### config.mk
export PLATFORM = sky130hd
export DESIGN_NAME = kernel_sequencer
export DESIGN_NICKNAME = d
export VERILOG_FILES = /design/src/rtl/kernel_seq_pkg.sv /design/src/rtl/kernel_sequencer_loop_stack.sv /design/src/rtl/kernel_sequencer.sv
export SDC_FILE = /design/constraint.sdc
export NUM_CORES = 1
export LEC_CHECK = 0
export CAP_MARGIN = 30
export CORE_MARGIN = 2
export CORE_UTILIZATION = 45
export CTS_BUF_LIST = sky130_fd_sc_hd__clkbuf_4 sky130_fd_sc_hd__clkbuf_8
export DETAILED_ROUTE_END_ITERATION = 7
export GPL_ROUTABILITY_DRIVEN = 1
export PLACE_DENSITY = 0.63
export REMOVE_ABC_BUFFERS = 1
export SYNTH_ARGS = -nofsm -noshare
export SYNTH_HDL_FRONTEND = slang
export SYNTH_SLANG_ARGS = --single-unit
### constraint.sdc
create_clock -name clk -period 9.4 [get_ports clk]
set_input_delay 0.94 -clock clk [delete_from_list [all_inputs] [get_ports clk]]
set_output_delay 0.94 -clock clk [all_outputs]
set_load 0.005 [all_outputs]
### src/rtl/kernel_seq_pkg.sv
// Shared types for the kernel sequencer: ISA field encodings, FSM states and
// the loop-stack entry layout.
package kernel_seq_pkg;

  typedef enum logic [1:0] {
    OP_MEM  = 2'b00,
    OP_PROC = 2'b01,
    OP_LOOP = 2'b10,
    OP_HALT = 2'b11
  } opcode_e;

  typedef enum logic [1:0] {
    LOOP_BEGIN_IND = 2'b00,
    LOOP_BEGIN_DEP = 2'b01,
    LOOP_ILLEGAL   = 2'b10,
    LOOP_END       = 2'b11
  } loop_op_e;

  typedef enum logic [1:0] {
    S_IDLE,
    S_FETCH,
    S_EXEC,
    S_ISSUE
  } state_e;

  // Field widths; the opcode sits in the top OPCODE_W bits of an instruction,
  // the loop sub-op directly below it.
  localparam int OPCODE_W = 2;
  localparam int SUBOP_W  = 2;

  // Wide enough for any supported COUNT_WIDTH; counts are zero-extended.
  localparam int REMAINING_W = 16;

  typedef struct packed {
    logic [REMAINING_W-1:0] remaining;
    logic                   independent;
  } loop_entry_t;

endpackage

### src/rtl/kernel_sequencer_loop_stack.sv
// Loop nesting stack: push/pop/step-down of the innermost entry, plus the
// batching step (min(remaining, superscalar width) for independent loops).
module loop_stack
  import kernel_seq_pkg::*;
#(
  parameter int LOOP_LOG_DEPTH        = 3,
  parameter int SUPERSCALAR_LOG_WIDTH = 2
) (
  input  logic                   clk,
  input  logic                   reset,
  input  logic                   clear,
  input  logic                   push,
  input  logic                   pop,
  input  logic                   step_down,
  input  logic [REMAINING_W-1:0] push_count,
  input  logic                   push_independent,
  output logic                   top_independent,
  output logic [REMAINING_W-1:0] step,
  output logic                   last,
  output logic                   empty,
  output logic                   full
);

  localparam int DEPTH = 1 << LOOP_LOG_DEPTH;
  localparam int WIDTH = 1 << SUPERSCALAR_LOG_WIDTH;
  localparam logic [LOOP_LOG_DEPTH:0] SP_ONE = 1;

  loop_entry_t               entries [DEPTH];
  loop_entry_t               top;
  logic [LOOP_LOG_DEPTH:0]   sp;
  logic [LOOP_LOG_DEPTH-1:0] top_idx;
  logic [LOOP_LOG_DEPTH-1:0] push_idx;

  assign top_idx  = LOOP_LOG_DEPTH'(sp - SP_ONE);
  assign push_idx = sp[LOOP_LOG_DEPTH-1:0];
  assign empty    = (sp == '0);
  assign full     = sp[LOOP_LOG_DEPTH];
  assign top      = entries[top_idx];

  assign top_independent = top.independent & ~empty;

  always_comb begin
    step = REMAINING_W'(1);
    if (top.independent)
      step = (top.remaining < REMAINING_W'(WIDTH)) ? top.remaining : REMAINING_W'(WIDTH);
  end

  assign last = (top.remaining <= step);

  always_ff @(posedge clk or posedge reset) begin
    if (reset)          sp <= '0;
    else if (clear)     sp <= '0;
    else if (push)      sp <= sp + SP_ONE;
    else if (pop)       sp <= sp - SP_ONE;
  end

  // A level that gains a child is no longer innermost, so it stops batching.
  always_ff @(posedge clk) begin
    if (push && !clear) begin
      entries[push_idx] <= '{remaining: push_count, independent: push_independent};
      if (!empty) entries[top_idx].independent <= 1'b0;
    end else if (step_down && !clear) begin
      entries[top_idx].remaining <= top.remaining - step;
    end
  end

endmodule

### src/rtl/kernel_sequencer.sv
// Fetch/decode/issue controller with a hardware loop stack; batches the
// innermost independent loop into superscalar copies on the memory port.
module kernel_sequencer
  import kernel_seq_pkg::*;
#(
  parameter int ISA_WIDTH             = 18,
  parameter int ADDR_WIDTH            = 18,
  parameter int COUNT_WIDTH           = 14,
  parameter int LOOP_LOG_DEPTH        = 3,
  parameter int SUPERSCALAR_LOG_WIDTH = 2
) (
  input  logic                             clk,
  input  logic                             reset,
  input  logic                             kernel_start,
  input  logic [ADDR_WIDTH-1:0]            kernel_start_pc,
  output logic [ADDR_WIDTH-1:0]            pc,
  input  logic [ISA_WIDTH-1:0]             raw_instruction,
  output logic [ISA_WIDTH-3:0]             mem_instr,
  output logic                             mem_valid,
  input  logic                             mem_ready,
  output logic [ISA_WIDTH-3:0]             proc_instr,
  output logic                             proc_valid,
  input  logic                             proc_ready,
  output logic [SUPERSCALAR_LOG_WIDTH-1:0] copy_count,
  output logic                             busy,
  output logic                             done,
  output logic                             error
);

  localparam logic [ADDR_WIDTH-1:0]  ADDR_ONE = 1;
  localparam logic [REMAINING_W-1:0] REM_ONE  = 1;

  state_e                           state, state_n;
  logic [ADDR_WIDTH-1:0]            pc_n;
  logic                             busy_n, done_n, error_n, halt;
  logic                             load_issue;
  logic [ISA_WIDTH-3:0]             payload_q;
  logic                             is_mem_q;
  logic [SUPERSCALAR_LOG_WIDTH-1:0] copy_q, copy_n;

  opcode_e                          op;
  loop_op_e                         sub;
  logic [COUNT_WIDTH-1:0]           arg;
  logic [REMAINING_W-1:0]           push_count;

  logic                             st_push, st_pop, st_step, st_clear;
  logic                             st_top_indep, st_last, st_empty, st_full;
  logic [REMAINING_W-1:0]           st_step_amt;

  assign op  = opcode_e'(raw_instruction[ISA_WIDTH-1 -: OPCODE_W]);
  assign sub = loop_op_e'(raw_instruction[ISA_WIDTH-1-OPCODE_W -: SUBOP_W]);
  assign arg = raw_instruction[COUNT_WIDTH-1:0];
  assign push_count = (arg == '0) ? REM_ONE : REMAINING_W'(arg);

  assign copy_n = (op == OP_MEM && st_top_indep) ?
                  SUPERSCALAR_LOG_WIDTH'(st_step_amt - REM_ONE) : '0;

  loop_stack #(
    .LOOP_LOG_DEPTH       (LOOP_LOG_DEPTH),
    .SUPERSCALAR_LOG_WIDTH(SUPERSCALAR_LOG_WIDTH)
  ) u_loop_stack (
    .clk             (clk),
    .reset           (reset),
    .clear           (st_clear),
    .push            (st_push),
    .pop             (st_pop),
    .step_down       (st_step),
    .push_count      (push_count),
    .push_independent(sub == LOOP_BEGIN_IND),
    .top_independent (st_top_indep),
    .step            (st_step_amt),
    .last            (st_last),
    .empty           (st_empty),
    .full            (st_full)
  );

  always_comb begin
    state_n    = state;
    pc_n       = pc;
    busy_n     = busy;
    done_n     = 1'b0;
    error_n    = error;
    halt       = 1'b0;
    load_issue = 1'b0;
    st_push    = 1'b0;
    st_pop     = 1'b0;
    st_step    = 1'b0;
    st_clear   = 1'b0;
    case (state)
      S_IDLE: begin
        if (kernel_start) begin
          pc_n    = kernel_start_pc;
          busy_n  = 1'b1;
          state_n = S_FETCH;
        end
      end
      S_FETCH: state_n = S_EXEC;
      S_EXEC: begin
        case (op)
          OP_MEM, OP_PROC: begin
            load_issue = 1'b1;
            state_n    = S_ISSUE;
          end
          OP_LOOP: begin
            case (sub)
              LOOP_BEGIN_IND, LOOP_BEGIN_DEP: begin
                if (st_full) begin
                  error_n = 1'b1;
                  halt    = 1'b1;
                end else begin
                  st_push = 1'b1;
                  pc_n    = pc + ADDR_ONE;
                  state_n = S_FETCH;
                end
              end
              LOOP_END: begin
                if (st_empty) begin
                  error_n = 1'b1;
                  halt    = 1'b1;
                end else if (st_last) begin
                  st_pop  = 1'b1;
                  pc_n    = pc + ADDR_ONE;
                  state_n = S_FETCH;
                end else begin
                  st_step = 1'b1;
                  pc_n    = pc - ADDR_WIDTH'(arg);
                  state_n = S_FETCH;
                end
              end
              default: begin
                error_n = 1'b1;
                halt    = 1'b1;
              end
            endcase
          end
          default: halt = 1'b1;
        endcase
        if (halt) begin
          busy_n   = 1'b0;
          done_n   = 1'b1;
          st_clear = 1'b1;
          state_n  = S_IDLE;
        end
      end
      S_ISSUE: begin
        if ((mem_valid && mem_ready) || (proc_valid && proc_ready)) begin
          pc_n    = pc + ADDR_ONE;
          state_n = S_FETCH;
        end
      end
      default: state_n = S_IDLE;
    endcase
  end

  always_ff @(posedge clk or posedge reset) begin
    if (reset) begin
      state <= S_IDLE;
      pc    <= '0;
      busy  <= 1'b0;
      done  <= 1'b0;
      error <= 1'b0;
    end else begin
      state <= state_n;
      pc    <= pc_n;
      busy  <= busy_n;
      done  <= done_n;
      error <= error_n;
    end
  end

  // Issue payload is captured once and held for the whole handshake.
  always_ff @(posedge clk) begin
    if (load_issue) begin
      payload_q <= raw_instruction[ISA_WIDTH-3:0];
      is_mem_q  <= (op == OP_MEM);
      copy_q    <= copy_n;
    end
  end

  assign mem_valid  = (state == S_ISSUE) &&  is_mem_q;
  assign proc_valid = (state == S_ISSUE) && !is_mem_q;
  assign mem_instr  = mem_valid  ? payload_q : '0;
  assign proc_instr = proc_valid ? payload_q : '0;
  assign copy_count = mem_valid  ? copy_q    : '0;

endmodule

* After elaboration in Yosys (flattened, before gate mapping)
Memories as Yosys holds them, arrays and structs flattened. Cells that the tools add are included.
Operators by class: add/subtract/negate cells 6, magnitude comparators 2, eq/ne operators 20, multiplexer cells 62, bitwise logic cells 2, reductions and logical operators 24
Operators with widths (count):
- $mux 18 | 6
- $mux 16 | 4
- $pmux 18 s3 | 1
- $pmux 18 s2 | 1
- $mux 1 | 33
- $add 18x1->18 const B | 1
- $sub 18x14->18 | 1
- $le 16x16->1 | 1
- $lt 16x3->1 const B | 1
- $sub 16x16->16 | 1
- $logic_not 14->1 | 1
- $mux 14 | 1
- $mux 2 | 6
- $mux 4 | 3
- $ne 5x5->1 const B | 2
- $eq 2x2->1 const B | 4
- $pmux 1 s2 | 4
- $pmux 2 s2 | 2
- $pmux 2 s4 | 1
- $logic_and 1x1->1 | 7
- $reduce_and 7->1 | 1
- $eq 2x1->1 const B | 3
- $logic_not 2->1 | 3
- $ne 2x1->1 const B | 3
- 19 further kinds | 25
Storage, ports and cells: register bits after elaboration 46, memory bits (writable) 136, output and inout port bits 57, memories 1
Memories:
- u_loop_stack.entries | words 8, width 17, rd ports 1, clocked after Yosys merged registers in 0, write ports 2, RTL line kernel_sequencer_loop_stack.sv:28 | loop_entry_t entries [DEPTH];

* Depth between registers and ports, before layout
An unclocked memory read counts as a cell.
depth in word-level cells 15, gate-level depth with buffers 24

* Hierarchy
From an unflattened synthesis, not the netlist that was laid out.
Unflattened totals: cells, all modules 1124, area total of the unflattened synthesis 11748.8 µm²
By module, submodules not included:
- loop_stack | instances 1, cells each 696, area each 8209.1 µm², sequential area each 4103.9 µm²
- kernel_sequencer | instances 1, cells each 428, area each 3539.6 µm², sequential area each 1146.1 µm²

* Least setup slack after synthesis
Ideal clock, no wire load.
path kind register to register, from register u_loop_stack.sp[0], to memory u_loop_stack.entries[1][14] (netlist name) (data pin), setup time 0.256 ns, arrival time 5.629 ns, setup slack 3.515 ns, stages on the path, launching flop included 23, path buffers 4, cells stage by stage dfrtp_1 -> inv_1 -> buf_1 -> ha_1 -> xor2_2 -> clkbuf_1 -> mux2_2 -> a22oi_1 -> nand4_1 -> nor4_1 -> nor4b_4 -> a21o_1 -> ha_1 -> inv_1 -> fa_1 -> a211oi_1 -> o211ai_1 -> a211oi_1 -> nor2_1 -> clkbuf_1 -> and3_1 -> clkbuf_1 -> a22o_1
RTL lines:
- start: declaration | RTL line kernel_sequencer_loop_stack.sv:30 | logic [LOOP_LOG_DEPTH:0] sp;
- start signal: assignment | RTL line kernel_sequencer_loop_stack.sv:53 | else if (push) sp <= sp + SP_ONE;
- start signal: assignment | RTL line kernel_sequencer_loop_stack.sv:54 | else if (pop) sp <= sp - SP_ONE;
- end: declaration | RTL line kernel_sequencer_loop_stack.sv:28

==> flow_summary.json <==
{
  "status": "finished clean",
  "first_iter_violations": 1102,
  "fp-row-count": 57,
  "max_freq_mhz": 138,
  "synth.avg_cell_area_um2": 9.62,
  "clockBufferDepth": 2,
  "layout.nets": 1337,
  "yosysTopAreaCellShare_pct": 39.3,
  "slew_headroom_pct": 28.7,
  "routed_via_density": 6.33,
  "synthTopCellsByCount": "nand2_1 (167), edfxtp_1 (147), o21ai_0 (112), nor2_1 (76), a21oi_1 (50)",
  "synth.area.top_cells": "edfxtp_1 (39%), dfrtp_1 (6.0%), nand2_1 (5.6%)",
  "hold_buffers": 0,
  "drc_errors": 0,
  "rsz0062_at_grt": "false",
  "synth-seq-area-share_pct": 46.7,
  "detail-route-antenna-nets": 0,
  "place_congestion": 0.929,
  "synth-seq-cells": 182,
  "async_flop_share_pct": 14.8,
  "synth_ff_type": "edfxtp_1",
  "cp-start-kind": "register",
  "cts_tree": "done",
  "power_density_nw_per_um2": 397,
  "vias": 10083,
  "synth_cell_types": 79,
  "synth_edf_count": 147,
  "yosysTopAreaCell": "edfxtp_1",
  "crit_fanout": 34,
  "placed_area_um2": 12600,
  "worst_slew_pin_slew_ps": 1070,
  "worstSetupStartpoint": "u_loop_stack.sp[1]$_DFFE_PP0P_",
  "grtUsageTotal_pct": 29.5,
  "min_from": "error$_DFFE_PP0P_",
  "die-width_um": 162,
  "fp.dieH_um": 162,
  "peakVddDrop_mv": 0.325,
  "synth-simple-area-share_pct": 18.1,
  "critPathRequiredTime_ps": 9400,
  "syn_inst": 1168,
  "post_cts_buffers": 0,
  "grt.overflow.total": 0,
  "clk_pin_slew_ps": 110,
  "antenna_cells": 0,
  "total_leakage_power_uw": 0.00467,
  "synth_compound_area_share_pct": 19.6,
  "fp.coreArea_um2": 24400,
  "finalCritPeriodShare_pct": 77.3,
  "finalInstanceArea_um2": 13000,
  "cts_made_buffers": 17,
  "grt_max_degree": 48,
  "yosysMostFrequentCell": "nand2_1",
  "clock_sinks": 182,
  "fin_cells": 1593,
  "endpoint_kind": "register",
  "h-tree-depth": 4,
  "synth_xor_area_share_pct": 2.16,
  "drtPass1Iterations": 6,
  "yosysWarnings": 0,
  "pin_count": 98,
  "synthMuxAreaShare_pct": 4.57,
  "cts_resized": 0,
  "wl_per_cell_um": 24.3,
  "crit_type": "reg -> reg",
  "totalWireLength_um": 38700,
  "clock_latency_ps": 480,
  "r2r-start": "u_loop_stack.sp[1]$_DFFE_PP0P_",
  "synth_top_family_by_area": "compound AO/OA/AOI/OAI gates",
  "fin_setup_tns_ps": 0,
  "holdCritPathClass": "reg -> reg",
  "area_delta_synth_final_pct": 15.6,
  "antenna_found_initial": 0,
  "dpl.hpwl_um": 27400,
  "min_period_ps": 7270,
  "synth_adder_area_share_pct": 4.59,
  "arrival_ps": 7270,
  "slew_violations": 0,
  "die-area_um2": 26200,
  "skew_ps": 18.9,
  "syn-cell-area_um2": 11200,
  "port_buffers": 97,
  "clockRootBuffer": "clkbuf_8",
  "grt_pass1_wl_um": 58300,
  "place_inst": 1561,
  "grt_pass1_vias": 9659,
  "drive_gt1_share_pct": 6.86,
  "initial_core_util_pct": 46.1,
  "setup_violations": 0,
  "hold_viol": 0,
  "maxCapViolations": 0
}
flip-flops by register name, indices dropped and copies added (netlist names):
register and cells:
done 1, copy_q 2, is_mem_q 1, busy 1, u_loop_stack.entries 136, u_loop_stack.sp 4
pc 18, state 2, payload_q 16, error 1
per-layer routing:
layer  up-vias  global-route usage, %  routed length [um]
met4         0                   13.8                1680
met1      4860                   39.8               15800
met5         -                      0                   0
met2       582                   46.8               17800
met3       109                   4.55                3410
li1       4532                      -                   -
report_power, final:
part	switching (uW)	internal, uW	total (uW)
Sequential	115	940	1050
Combinational	2390	1170	3560
Clock	321	226	546
area by class of cell:
class	instances	area, um^2
sequential	182	5250
multi-input combinational	885	5600
clock buffer	19	249
inverter	47	176
fill	2286	11400
tap	324	405
clock inverter	13	136
timing repair buffer	123	1170
cell usage in the layout (no fill, tap or decap), types with 15 or more instances in the layout:
cell,netlist,layout
a221oi_1,15,15
nor2_1,76,75
a21oi_1,50,50
ha_1,38,38
nand2_1,167,167
o21ai_0,112,112
nand3_1,28,28
clkdlybuf4s50_1,0,97
nor3_1,27,26
mux2i_1,31,31
and2_1,22,22
dfrtp_1,27,27
and3_1,36,36
buf_4,3,24
xnor2_1,18,18
o22ai_1,18,18
edfxtp_1,147,147
inv_1,41,41
a22o_1,34,34
clkbuf_8,0,17
path summary, 6_finish.rpt:
check	to	slack, ps	cells past startpoint
max in group asynchronous	pc[15]$_DFFE_PP0P_	8260	3
worst min-delay path	error$_DFFE_PP0P_	490	1
min in group asynchronous	done$_DFF_PP0_	830	3
worst min register to register	error$_DFFE_PP0P_	490	1
worst max-delay path	u_loop_stack.entries[0][4]$_DFFE_PP_	2130	21
worst max register to register	u_loop_stack.entries[0][4]$_DFFE_PP_	2130	21
stage by stage:
step | total power, uW | hold slack [ps] | utilization (%) | setup slack, ps
after CTS | 5060 | 505 | 53.3 | 2320
after detailed placement | 4510 | 470 | 51.7 | 2420
after global placement | 4410 | 459 | 51.4 | 2570
final | 5160 | 495 | 53.3 | 2130
after floorplan | 3120 | 451 | - | 1740
after global routing | 5380 | 523 | 53.3 | 1820
cells by family (layout without fill, tap and decap cells):
family	Yosys count	in the layout
and+or+nand+nor	426	426
AOI/OAI and AO/OA	337	337
DFF	182	182
buffers and inverters	113	202
muxes	43	43
adders and majority gates	40	40
xor gates and xnor gates	26	26
other	1	13
worst max-delay path, stage by stage (launching register included):
cell and delay, ps:
dfrtp_1 460, inv_1 160, ha_1 490, xor2_4 610
buf_4 550, mux2_2 390, a22oi_1 250, nand4_1 170
nor4_1 410, nor4b_4 360, a21o_1 170, ha_1 170
inv_1 60, fa_1 410, a211oi_1 350, o211ai_1 230
a211oi_1 270, buf_4 210, nor2_1 50, buf_4 240
nand3_1 160, nand2_1 590
Power figures use the tool's default switching activity.
==> variant (same settings) <==
Change the package constant `SUBOP_W` from 2 to 4.
--- a/src/rtl/kernel_seq_pkg.sv
+++ b/src/rtl/kernel_seq_pkg.sv
@@ -27,5 +27,5 @@
   // the loop sub-op directly below it.
   localparam int OPCODE_W = 2;
-  localparam int SUBOP_W  = 2;
+  localparam int SUBOP_W  = 4;
 
   // Wide enough for any supported COUNT_WIDTH; counts are zero-extended.
Function: changed (Yosys sat finds a counterexample within 4 cycles, from zero or initial values and one cycle with reset high).
==> variant against the original RTL <==
Wire length is 4.1% lower; clock skew is 8.6 ps higher; cell area is 3.9% lower; area after synthesis is 4.7% lower; cell count is 8.7% lower; sequential cell count stayed put; synthesized cell count is 12% lower; worst setup slack worse by 780 ps; first-iteration DRC count is 17% higher; critical path type unchanged; largest cell class is now flip-flops and latches.
Power is left out: the tool's default activity adds up to more than one toggle a clock period on the data nets, which glitch-free logic cannot reach.
==> variant: results (changes against the original RTL) <==
metric;value;unit;change
cts_resized;0;;unchanged
synth_compound_gate_area_share;19.7;%;+0.076 points
antenna_cells;0;;unchanged
reg.largest.list;u_loop_stack.entries x136, pc x18, payload_q x16;;
n_fill_cell;2119;;-7.3%
grt_pass1_vias;8794;;-9.0%
cp_max_fo;40;;+18%
worstHoldPathCells;1;;unchanged
rr_worst_depth;20;;-4.8%
ys_warn_count;0;;unchanged
post_dp_cell_area;12100;um2;-4.1%
arrival;8160;ps;+890 ps
max_stage_delay;960;ps;+350 ps
syn_area_per_cell;10.4;um2;+8.3%
grt_max_degree;41;;-15%
finalWirelength;37100;um;-4.1%
fmax;124;MHz;-9.7%
synthAdderAreaFrac;4.82;%;+0.23 points
synth_area_leaders;edfxtp_1, dfrtp_1, ha_1;;
antenna_found_initial;0;;unchanged
final_cells;1455;;-8.7%
slew_headroom;29.1;%;+0.47 points
r2r-start;u_loop_stack.sp[0];;
nets;1205;;-9.9%
drive_gt1_share;8.45;%;+1.6 points
muxShareOfSynthArea;5.17;%;+0.60 points
crit_path_top_delay_cell;dfrtp_2;;
dpl_worst_slack;1770;ps;-652 ps
synth_edf_count;147;;unchanged
clk_latency;490;ps;
synth-xor-area-share;2.45;%;+0.29 points
dpl.hpwl;26800;um;-1.9%
ys_types;70;;-11%
htree_levels;4;;unchanged
clockRootBuffer;clkbuf_8;;
gp_congestion;1.03;;+11%
status;finished clean;;
ys_seq_area_share;49.1;%;+2.3 points
synth_commonest_cells;edfxtp_1, nand2_1, nor2_1;;
drt_iter0_drc;1285;;+17%
crit_type;reg2reg;;
r2r_setup_slack;1350;ps;-780 ps
clock_path_buffers;2;;unchanged
grt_first_pass_wirelength;54900;um;-5.9%
hold_slack;501;ps;+5.82 ps
placed_cells;1423;;-8.8%
worst_hold_path_type;reg2reg;;
viasPerCell;6.39;;+1.0%
worstHoldEndpoint;error;;
dr.pass1.iters;6;;unchanged
cts_buffers;17;;unchanged
clock_skew;27.5;ps;+8.61 ps
r2r_end;u_loop_stack.entries[7][10];;
grt_use_total;30.2;%;+0.72 points
## variant: changes by cell type in the layout (fill, tap and decap cells not counted), moves of 7 or more
cell,before,now
mux2i_1,31,17
a211oi_1,12,5
nand2b_1,13,5
xor2_1,6,15
o22ai_1,18,58
inv_1,41,33
o21ai_0,112,62
a22o_1,34,46
o211ai_1,13,4
nand3_1,28,19
and3_1,36,24
nand2_1,167,107
mux4_2,6,17
## variant: layout make-up
class                           count  area (um2)  area share [%]
Clock buffer                       17         234            1.88
Clock inverter                     14         153            1.22
Tap cell                          319         399            3.20
Sequential cell                   182        5250            42.1
Inverter                           39         146            1.17
Multi-Input combinational cell    760        5120            41.0
Timing Repair Buffer              124        1170            9.41
## variant: per-layer routing
layer  share of wire (%)  vias to the layer above  global-route usage (%)  wire [um]
met5                   0                        -                       0          0
met4                 2.5                        0                    8.24        918
met3                  12                       74                    9.14       4550
met2                  44                      566                    45.5      16500
met1                  41                     4542                    42.3      15100
li1                    -                     4120                       -          -
